**src/rtl/sfa_switch_sequencer.sv**
```systemverilog
// Command-driven routing sequencer for the 2x2 tile switch fabric: applies one
// command's selects, gates the datapath for LEN beats, then returns a status word.
module sfa_switch_sequencer #(
   parameter int unsigned SETTLE  = 2,
   parameter int unsigned TIMEOUT = 1024
) (
   input  logic        ACLK,
   input  logic        ARESETN,
   output logic        sCMD_tready,
   input  logic        sCMD_tvalid,
   input  logic [31:0] sCMD_tdata,
   input  logic        mRet_tready,
   output logic        mRet_tvalid,
   output logic [31:0] mRet_tdata,
   input  logic        obs_tvalid,
   input  logic        obs_tready,
   output logic [1:0]  IN1CONF,
   output logic [1:0]  IN2CONF,
   output logic        MUXCONF,
   output logic [1:0]  OUTCONF,
   output logic        GATE
);

   localparam int unsigned SW = (SETTLE > 1) ? $clog2(SETTLE) : 1;
   localparam int unsigned TW = $clog2(TIMEOUT);

   typedef enum logic [1:0] {S_IDLE, S_APPLY, S_RUN, S_RESP} state_t;

   state_t        state, state_n;
   logic          cmd_rdy_n, ret_vld_n, gate_n, mux_n, err, err_n;
   logic [1:0]    in1_n, in2_n, out_n;
   logic [31:0]   ret_data_n;
   logic [15:0]   len, len_n, cnt, cnt_n, cnt_inc;
   logic [TW-1:0] tmo, tmo_n;
   logic [SW-1:0] stl, stl_n;
   logic          beat;
   logic          unused_cmd_bits;

   assign beat            = obs_tvalid & obs_tready;
   assign cnt_inc         = cnt + 16'd1;
   assign unused_cmd_bits = ^sCMD_tdata[15:7];

   always_ff @(posedge ACLK or negedge ARESETN) begin
      if (!ARESETN) begin
         state       <= S_IDLE;
         sCMD_tready <= 1'b0;
         mRet_tvalid <= 1'b0;
         mRet_tdata  <= '0;
         IN1CONF     <= '0;
         IN2CONF     <= '0;
         MUXCONF     <= 1'b0;
         OUTCONF     <= '0;
         GATE        <= 1'b0;
         len         <= '0;
         cnt         <= '0;
         tmo         <= '0;
         stl         <= '0;
         err         <= 1'b0;
      end else begin
         state       <= state_n;
         sCMD_tready <= cmd_rdy_n;
         mRet_tvalid <= ret_vld_n;
         mRet_tdata  <= ret_data_n;
         IN1CONF     <= in1_n;
         IN2CONF     <= in2_n;
         MUXCONF     <= mux_n;
         OUTCONF     <= out_n;
         GATE        <= gate_n;
         len         <= len_n;
         cnt         <= cnt_n;
         tmo         <= tmo_n;
         stl         <= stl_n;
         err         <= err_n;
      end
   end

   always_comb begin
      state_n    = state;
      cmd_rdy_n  = sCMD_tready;
      ret_vld_n  = mRet_tvalid;
      ret_data_n = mRet_tdata;
      in1_n      = IN1CONF;
      in2_n      = IN2CONF;
      mux_n      = MUXCONF;
      out_n      = OUTCONF;
      gate_n     = GATE;
      len_n      = len;
      cnt_n      = cnt;
      tmo_n      = tmo;
      stl_n      = stl;
      err_n      = err;
      case (state)
         S_IDLE: begin
            cmd_rdy_n = 1'b1;
            if (sCMD_tvalid && sCMD_tready) begin
               in1_n     = sCMD_tdata[1:0];
               in2_n     = sCMD_tdata[3:2];
               mux_n     = sCMD_tdata[4];
               out_n     = sCMD_tdata[6:5];
               len_n     = sCMD_tdata[31:16];
               cmd_rdy_n = 1'b0;
               gate_n    = 1'b0;
               stl_n     = '0;
               state_n   = S_APPLY;
            end
         end
         S_APPLY: begin
            if (stl == SW'(SETTLE - 1)) begin
               stl_n = '0;
               cnt_n = '0;
               tmo_n = '0;
               err_n = 1'b0;
               if (len == 16'd0) begin
                  state_n = S_RESP;
               end else begin
                  gate_n  = 1'b1;
                  state_n = S_RUN;
               end
            end else begin
               stl_n = stl + 1'b1;
            end
         end
         S_RUN: begin
            // a beat is checked before the timeout so a last beat on the boundary cycle wins
            if (beat) begin
               cnt_n = cnt_inc;
               tmo_n = '0;
               if (cnt_inc == len) begin
                  gate_n  = 1'b0;
                  err_n   = 1'b0;
                  state_n = S_RESP;
               end
            end else if (tmo == TW'(TIMEOUT - 1)) begin
               gate_n  = 1'b0;
               err_n   = 1'b1;
               state_n = S_RESP;
            end else begin
               tmo_n = tmo + 1'b1;
            end
         end
         S_RESP: begin
            if (!mRet_tvalid) begin
               ret_vld_n  = 1'b1;
               ret_data_n = {err, 15'd0, cnt};
            end else if (mRet_tready) begin
               ret_vld_n = 1'b0;
               cmd_rdy_n = 1'b1;
               state_n   = S_IDLE;
            end
         end
         default: state_n = S_IDLE;
      endcase
   end

endmodule

```
**config.mk**
```make
export PLATFORM = sky130hd
export DESIGN_NAME = sfa_switch_sequencer
export DESIGN_NICKNAME = d
export VERILOG_FILES = /design/src/rtl/sfa_switch_sequencer.sv
export SDC_FILE = /design/constraint.sdc
export NUM_CORES = 1
export LEC_CHECK = 0
export ABC_AREA = 1
export CAP_MARGIN = 40
export CORE_MARGIN = 2
export CORE_UTILIZATION = 55
export DETAILED_ROUTE_END_ITERATION = 10
export PLACE_DENSITY = 0.87
export RECOVER_POWER = 25
export SKIP_CTS_REPAIR_TIMING = 1
export SYNTH_ARGS = -nofsm -noshare
export SYNTH_HDL_FRONTEND = slang
export SYNTH_SLANG_ARGS = --single-unit
```
**constraint.sdc**
```tcl
create_clock -name ACLK -period 5.5 [get_ports ACLK]
set_clock_uncertainty 0.1 [all_clocks]
set_input_delay 0.825 -clock ACLK [delete_from_list [all_inputs] [get_ports ACLK]]
set_output_delay 0.825 -clock ACLK [all_outputs]
set_load 0.01 [all_outputs]
```
Word-level counts from Yosys, hierarchy flattened
Cells that the tools add are included.
{ "classes": {"eq_ne": 14, "n_mux": 35, "reduce_logical": 16, "bitwise_logic": 2, "add_sub_neg": 3} }
{ "op_table": {"columns": ["operator", "n"], "rows": [
  ["$mux W16", 2],
  ["$pmux W16 S2", 1],
  ["$mux W10", 3],
  ["$pmux W10 S2", 1],
  ["$add A16 B1 Y16 const B", 1],
  ["$eq A16 B16 Y1", 1],
  ["$logic_not A16 Y1", 1],
  ["$mux W1", 16],
  ["$mux W2", 7],
  ["$ne A2 B2 Y1 const B", 6],
  ["$reduce_and A6 Y1", 2],
  ["$add A10 B1 Y10 const B", 1],
  ["$eq A10 B10 Y1 const B", 1],
  ["$ne A3 B3 Y1 const B", 3],
  ["$reduce_and A3 Y1", 3],
  ["$pmux W2 S4", 1],
  ["$pmux W1 S2", 3],
  ["$reduce_and A2 Y1", 3],
  ["$reduce_bool A2 Y1", 3],
  ["$eq A2 B2 Y1 const B", 2],
  ["$reduce_and A4 Y1", 1],
  ["$pmux W1 S3", 1],
  ["$reduce_bool A3 Y1", 1],
  ["$eq A2 B1 Y1 const B", 1],
  ["5 further kinds", 5]
]} }
{ "word_totals": {"in_bits": 38, "elab_cells": 84, "out_inout_bits": 42, "ff_bits": 73} }

Longest topological paths before layout
{ "depth": {"word_depth": 5, "depth_mapped": 15, "ltp_nobuf": 15} }

Least setup slack after synthesis
OpenSTA, ideal clock, no wires.
{ "synth_path": {"kind": "input-to-reg", "startpoint": "input port obs_tvalid", "endpoint": "register tmo[7]", "arrival_ns": 1.909, "stages": 9, "n_path_buf": 0, "required_ns": 5.323, "setup_slack_ns": 3.414, "path_cell_list": "nand2_1 -> inv_1 -> o21ai_1 -> nand2_1 -> nand2_1 -> nor2_1 -> nand3_1 -> nand2_1 -> a21oi_1"} }
{ "synth_via": {"elab_chain_len": 3} }
{ "synth_lines": {"columns": ["item", "line_no", "rtl"], "rows": [
  ["start, declared", "15", "input logic obs_tvalid,"],
  ["$and A1 B1 Y1 *", "39", "assign beat = obs_tvalid & obs_tready;"],
  ["$ne A3 B3 Y1 (no line) / $mux W10 (equally long branches)", null, null],
  ["$reduce_and A3 Y1 (no line) / $pmux W10 S2 (equally long branches)", null, null],
  ["end signal, assigned", "71", "tmo <= tmo_n;"],
  ["end, declared", "34", "logic [TW-1:0] tmo, tmo_n;"]
]} }
Every way passes the cells marked *; elsewhere a longest branch is shown, timed or not.
A chain may end at the register's enable or synchronous reset.

Worst setup path in the final report
Ends and elaborated chain as after synthesis.

==> reports/qor.json <==
{
  "register_clock_pin_slew_on_the_reported_worst_setup_and_hold_paths_ns": 0.08,
  "synthTopCellsByArea": "dfrtp_1 (47%), nand2_1 (12%), nand3_1 (5.8%), inv_1 (5.3%), o21ai_0 (4.1%)",
  "tritoncts": "built",
  "firstDrtPassIters": 5,
  "placement_rows": 30,
  "critPathMaxFanout": 8,
  "fmax_ghz": 0.377,
  "maxSlewHeadroom_pct": 55.5,
  "worstSetupEndpointType": "flop",
  "multiInputGateArea_sq_um": 1750,
  "drt_iter0_markers": 288,
  "buffer_ports.inserted": 55,
  "final.fill_count": 495,
  "floorplan.die.height_um": 88.0,
  "total_negative_slack_for_setup_checks_ns": 0,
  "grt_ovf": 0,
  "postSynthRegisterBits": 73,
  "sum_of_net_half_perimeters_after_detailed_placement_um": 6290,
  "cts_max_level": 3,
  "category_of_the_worst_setup_path_launch_point": "input port",
  "synth-main-ff-cell": "dfrtp_1",
  "synth_area_leader_cell": "dfrtp_1",
  "clock_insertion_delay_worst_skew_ns": 0.35,
  "detailroute.via_count": 3455,
  "layout-drive-gt1-share_pct": 8.14,
  "synth_top_family_by_area": "simple AND/OR/NAND/NOR gates",
  "number_of_global_route_vias_before_repair": 3335,
  "die_width_um": 88.0,
  "power-per-cell-area_nw_per_um2": 459,
  "detail_route.vias_per_cell": 5.32,
  "layout.area.seq_sq_um": 1830,
  "netlist_area_sq_um": 3880,
  "hp-class": "flop to flop",
  "antenna_found_initial": 0,
  "rsz0062_at_grt": "no",
  "fraction_of_the_cycle_the_final_worst_path_needs_pct": 48.2,
  "synth_simple_gate_area_share_pct": 28.6,
  "yosys-mux-area-fraction_pct": 2.91,
  "maximum_number_of_pins_on_one_net_before_global_route_repair": 65,
  "antenna-diode-count": 0,
  "cp_data_arrival_time_ns": 2.84,
  "area_delta_synth_final_pct": 23.0,
  "gp_routability_congestion": 0.914,
  "crit_required_ns": 5.69,
  "launch_instance_of_the_worst_min_delay_path": "GATE",
  "clockBufferDepth": 2,
  "die-area_sq_um": 7740,
  "fin_hold_ws_ns": 0.377,
  "clock_tree.root_cell": "clkbuf_8",
  "worst_setup_path_type": "input port to flop",
  "post_synth_cell_types": 30,
  "clock-sinks": 73,
  "num-nets-final": 592,
  "ys_warn_count": 0,
  "post-synth-top-area-fraction_pct": 47.1,
  "synth.yosys.seq_area_share_pct": 47.1,
  "setup.worst_path.start": "obs_tvalid",
  "drt_antenna_net_count": 0,
  "run_status": "finished clean",
  "wire_length_of_the_first_global_routing_pass_um": 14800,
  "synth_xor_xnor_area_share_pct": 0.904,
  "synth_edf_count": 0,
  "r2r-start": "state[0]",
  "async_reset_ff_share_pct": 100,
  "wl_per_cell_um": 13.5,
  "vdd_drop_max_v": 0.000360,
  "syn-instance-count": 488,
  "worst_pin_slew_ns": 0.667,
  "post-route-drc-count": 0,
  "postRouteWirelength_um": 8750,
  "finalHoldViolCount": 0,
  "synth_compound_area_share_pct": 9.26,
  "post_synthesis_mean_instance_area_sq_um": 7.94,
  "initial_core_utilization_pct": 57.1,
  "cap_viol_max_count": 0,
  "tritoncts.num_buffers": 9,
  "post-route-min-period_ns": 2.65,
  "number_of_max_slew_violations_in_the_final_report": 0,
  "p_leak_nw": 2.21,
  "design.core.area_sq_um": 6790,
  "total_power_mw": 2.19,
  "ioPinCount": 80,
  "groute.usage.overall_pct": 24.6,
  "synth_fa_ha_area_share_pct": 1.94,
  "setup_violations": 0
}
layout make-up:
cell class | instances | area share (%)
clock buffers | 9 | 2.60
inverters | 56 | 4.41
multi-input cells | 349 | 36.6
repair buffers | 59 | 12.6
clock inverters | 7 | 2.99
flip-flops and latches | 73 | 38.3
well taps | 96 | 2.52
cell usage after synthesis, types with 2 or more instances:
cell type  instances
nand2_1          122
dfrtp_1           73
inv_1             55
nand3_1           45
nor2_1            42
o21ai_0           32
a21oi_1           21
nand4_1           19
buf_4             15
mux2_2            10
clkbuf_1           9
o22ai_1            9
ha_1               6
nor2_4             4
nor3_1             4
nor2_2             3
nand2_2            2
nand3_2            2
nor4_1             2
xnor2_1            2
xor2_1             2
worst paths after layout:
kind | end | slack (ns) | cells past startpoint
hold reg to reg | GATE | 0.38 | 2
max in group asynchronous | cnt[8] | 4.11 | 3
setup reg to reg | tmo[7] | 3.03 | 10
min in group asynchronous | sCMD_tready | 0.45 | 2
hold / removal | GATE | 0.38 | 2
setup / recovery | tmo[7] | 2.85 | 10
registers in the layout, summed over array words and instances, names as in the netlist, 2 cells and up:
| signal | cells |
|---|---|
| OUTCONF | 2 |
| state | 2 |
| tmo | 10 |
| IN2CONF | 2 |
| len | 16 |
| mRet_tdata | 17 |
| IN1CONF | 2 |
| cnt | 16 |
cell usage in the layout (no fill, tap or decap), types with 2 or more instances in the layout:
master,synthesis,routed
ha_1,6,6
nand3_2,2,2
clkinv_4,0,2
o22ai_1,9,9
nand4_1,19,19
a21oi_1,21,21
nand3_1,45,45
nor3_1,4,4
clkbuf_8,0,9
nor4_1,2,2
conb_1,1,15
nor2_2,3,3
bufinv_16,0,4
nor2_1,42,42
inv_1,55,55
clkdlybuf4s50_1,0,54
mux2_2,10,10
nand2_1,122,122
nand2_2,2,2
nor2_4,4,4
dfrtp_1,73,73
xnor2_1,2,2
xor2_1,2,2
o21ai_0,32,32
critical path: stages:
cell and delay [ns]:
clkdlybuf4s50_1 0.39, nand2_1 0.15, inv_1 0.09, o21ai_1 0.53, nand2_1 0.31, nand2_1 0.21, nor2_1 0.09, nand3_1 0.07
nand2_1 0.05, a21oi_1 0.13
report_power, final:
| part | internal [mW] | total (mW) | switching, mW |
|---|---|---|---|
| clock | 0.348 | 0.555 | 0.207 |
| sequential | 0.702 | 0.812 | 0.110 |
| combinational | 0.365 | 0.821 | 0.456 |
per-layer routing:
layer	GRT usage (%)	up-vias	wire length, um
met1	33.7	1604	4030
met3	5.18	18	591
met5	0	-	0
li1	-	1697	-
met4	10.9	0	192
met2	38.0	136	3930
cells by family after synthesis:
kind of cell,Yosys count
adders and majority gates,6
DFF,73
and+or+nand+nor,247
AOI/OAI and AO/OA,67
xor gates and xnor gates,4
other,1
buffers and inverters,80
muxes,10
through the flow:
| step | worst slack [ns] | std cells | instance area [sq um] | utilization, % |
|---|---|---|---|---|
| detailed placement | 2.60 | 633 | 4510 | 66.3 |
| global placement | 2.72 | 631 | 4460 | 65.7 |
| floorplan | 3.41 | 502 | 3930 | - |
| CTS | 2.97 | 649 | 4770 | 70.2 |
| global route | 2.64 | 649 | 4770 | 70.2 |
| finish | 2.85 | 649 | 4770 | 70.2 |
Power figures use the tool's default switching activity.
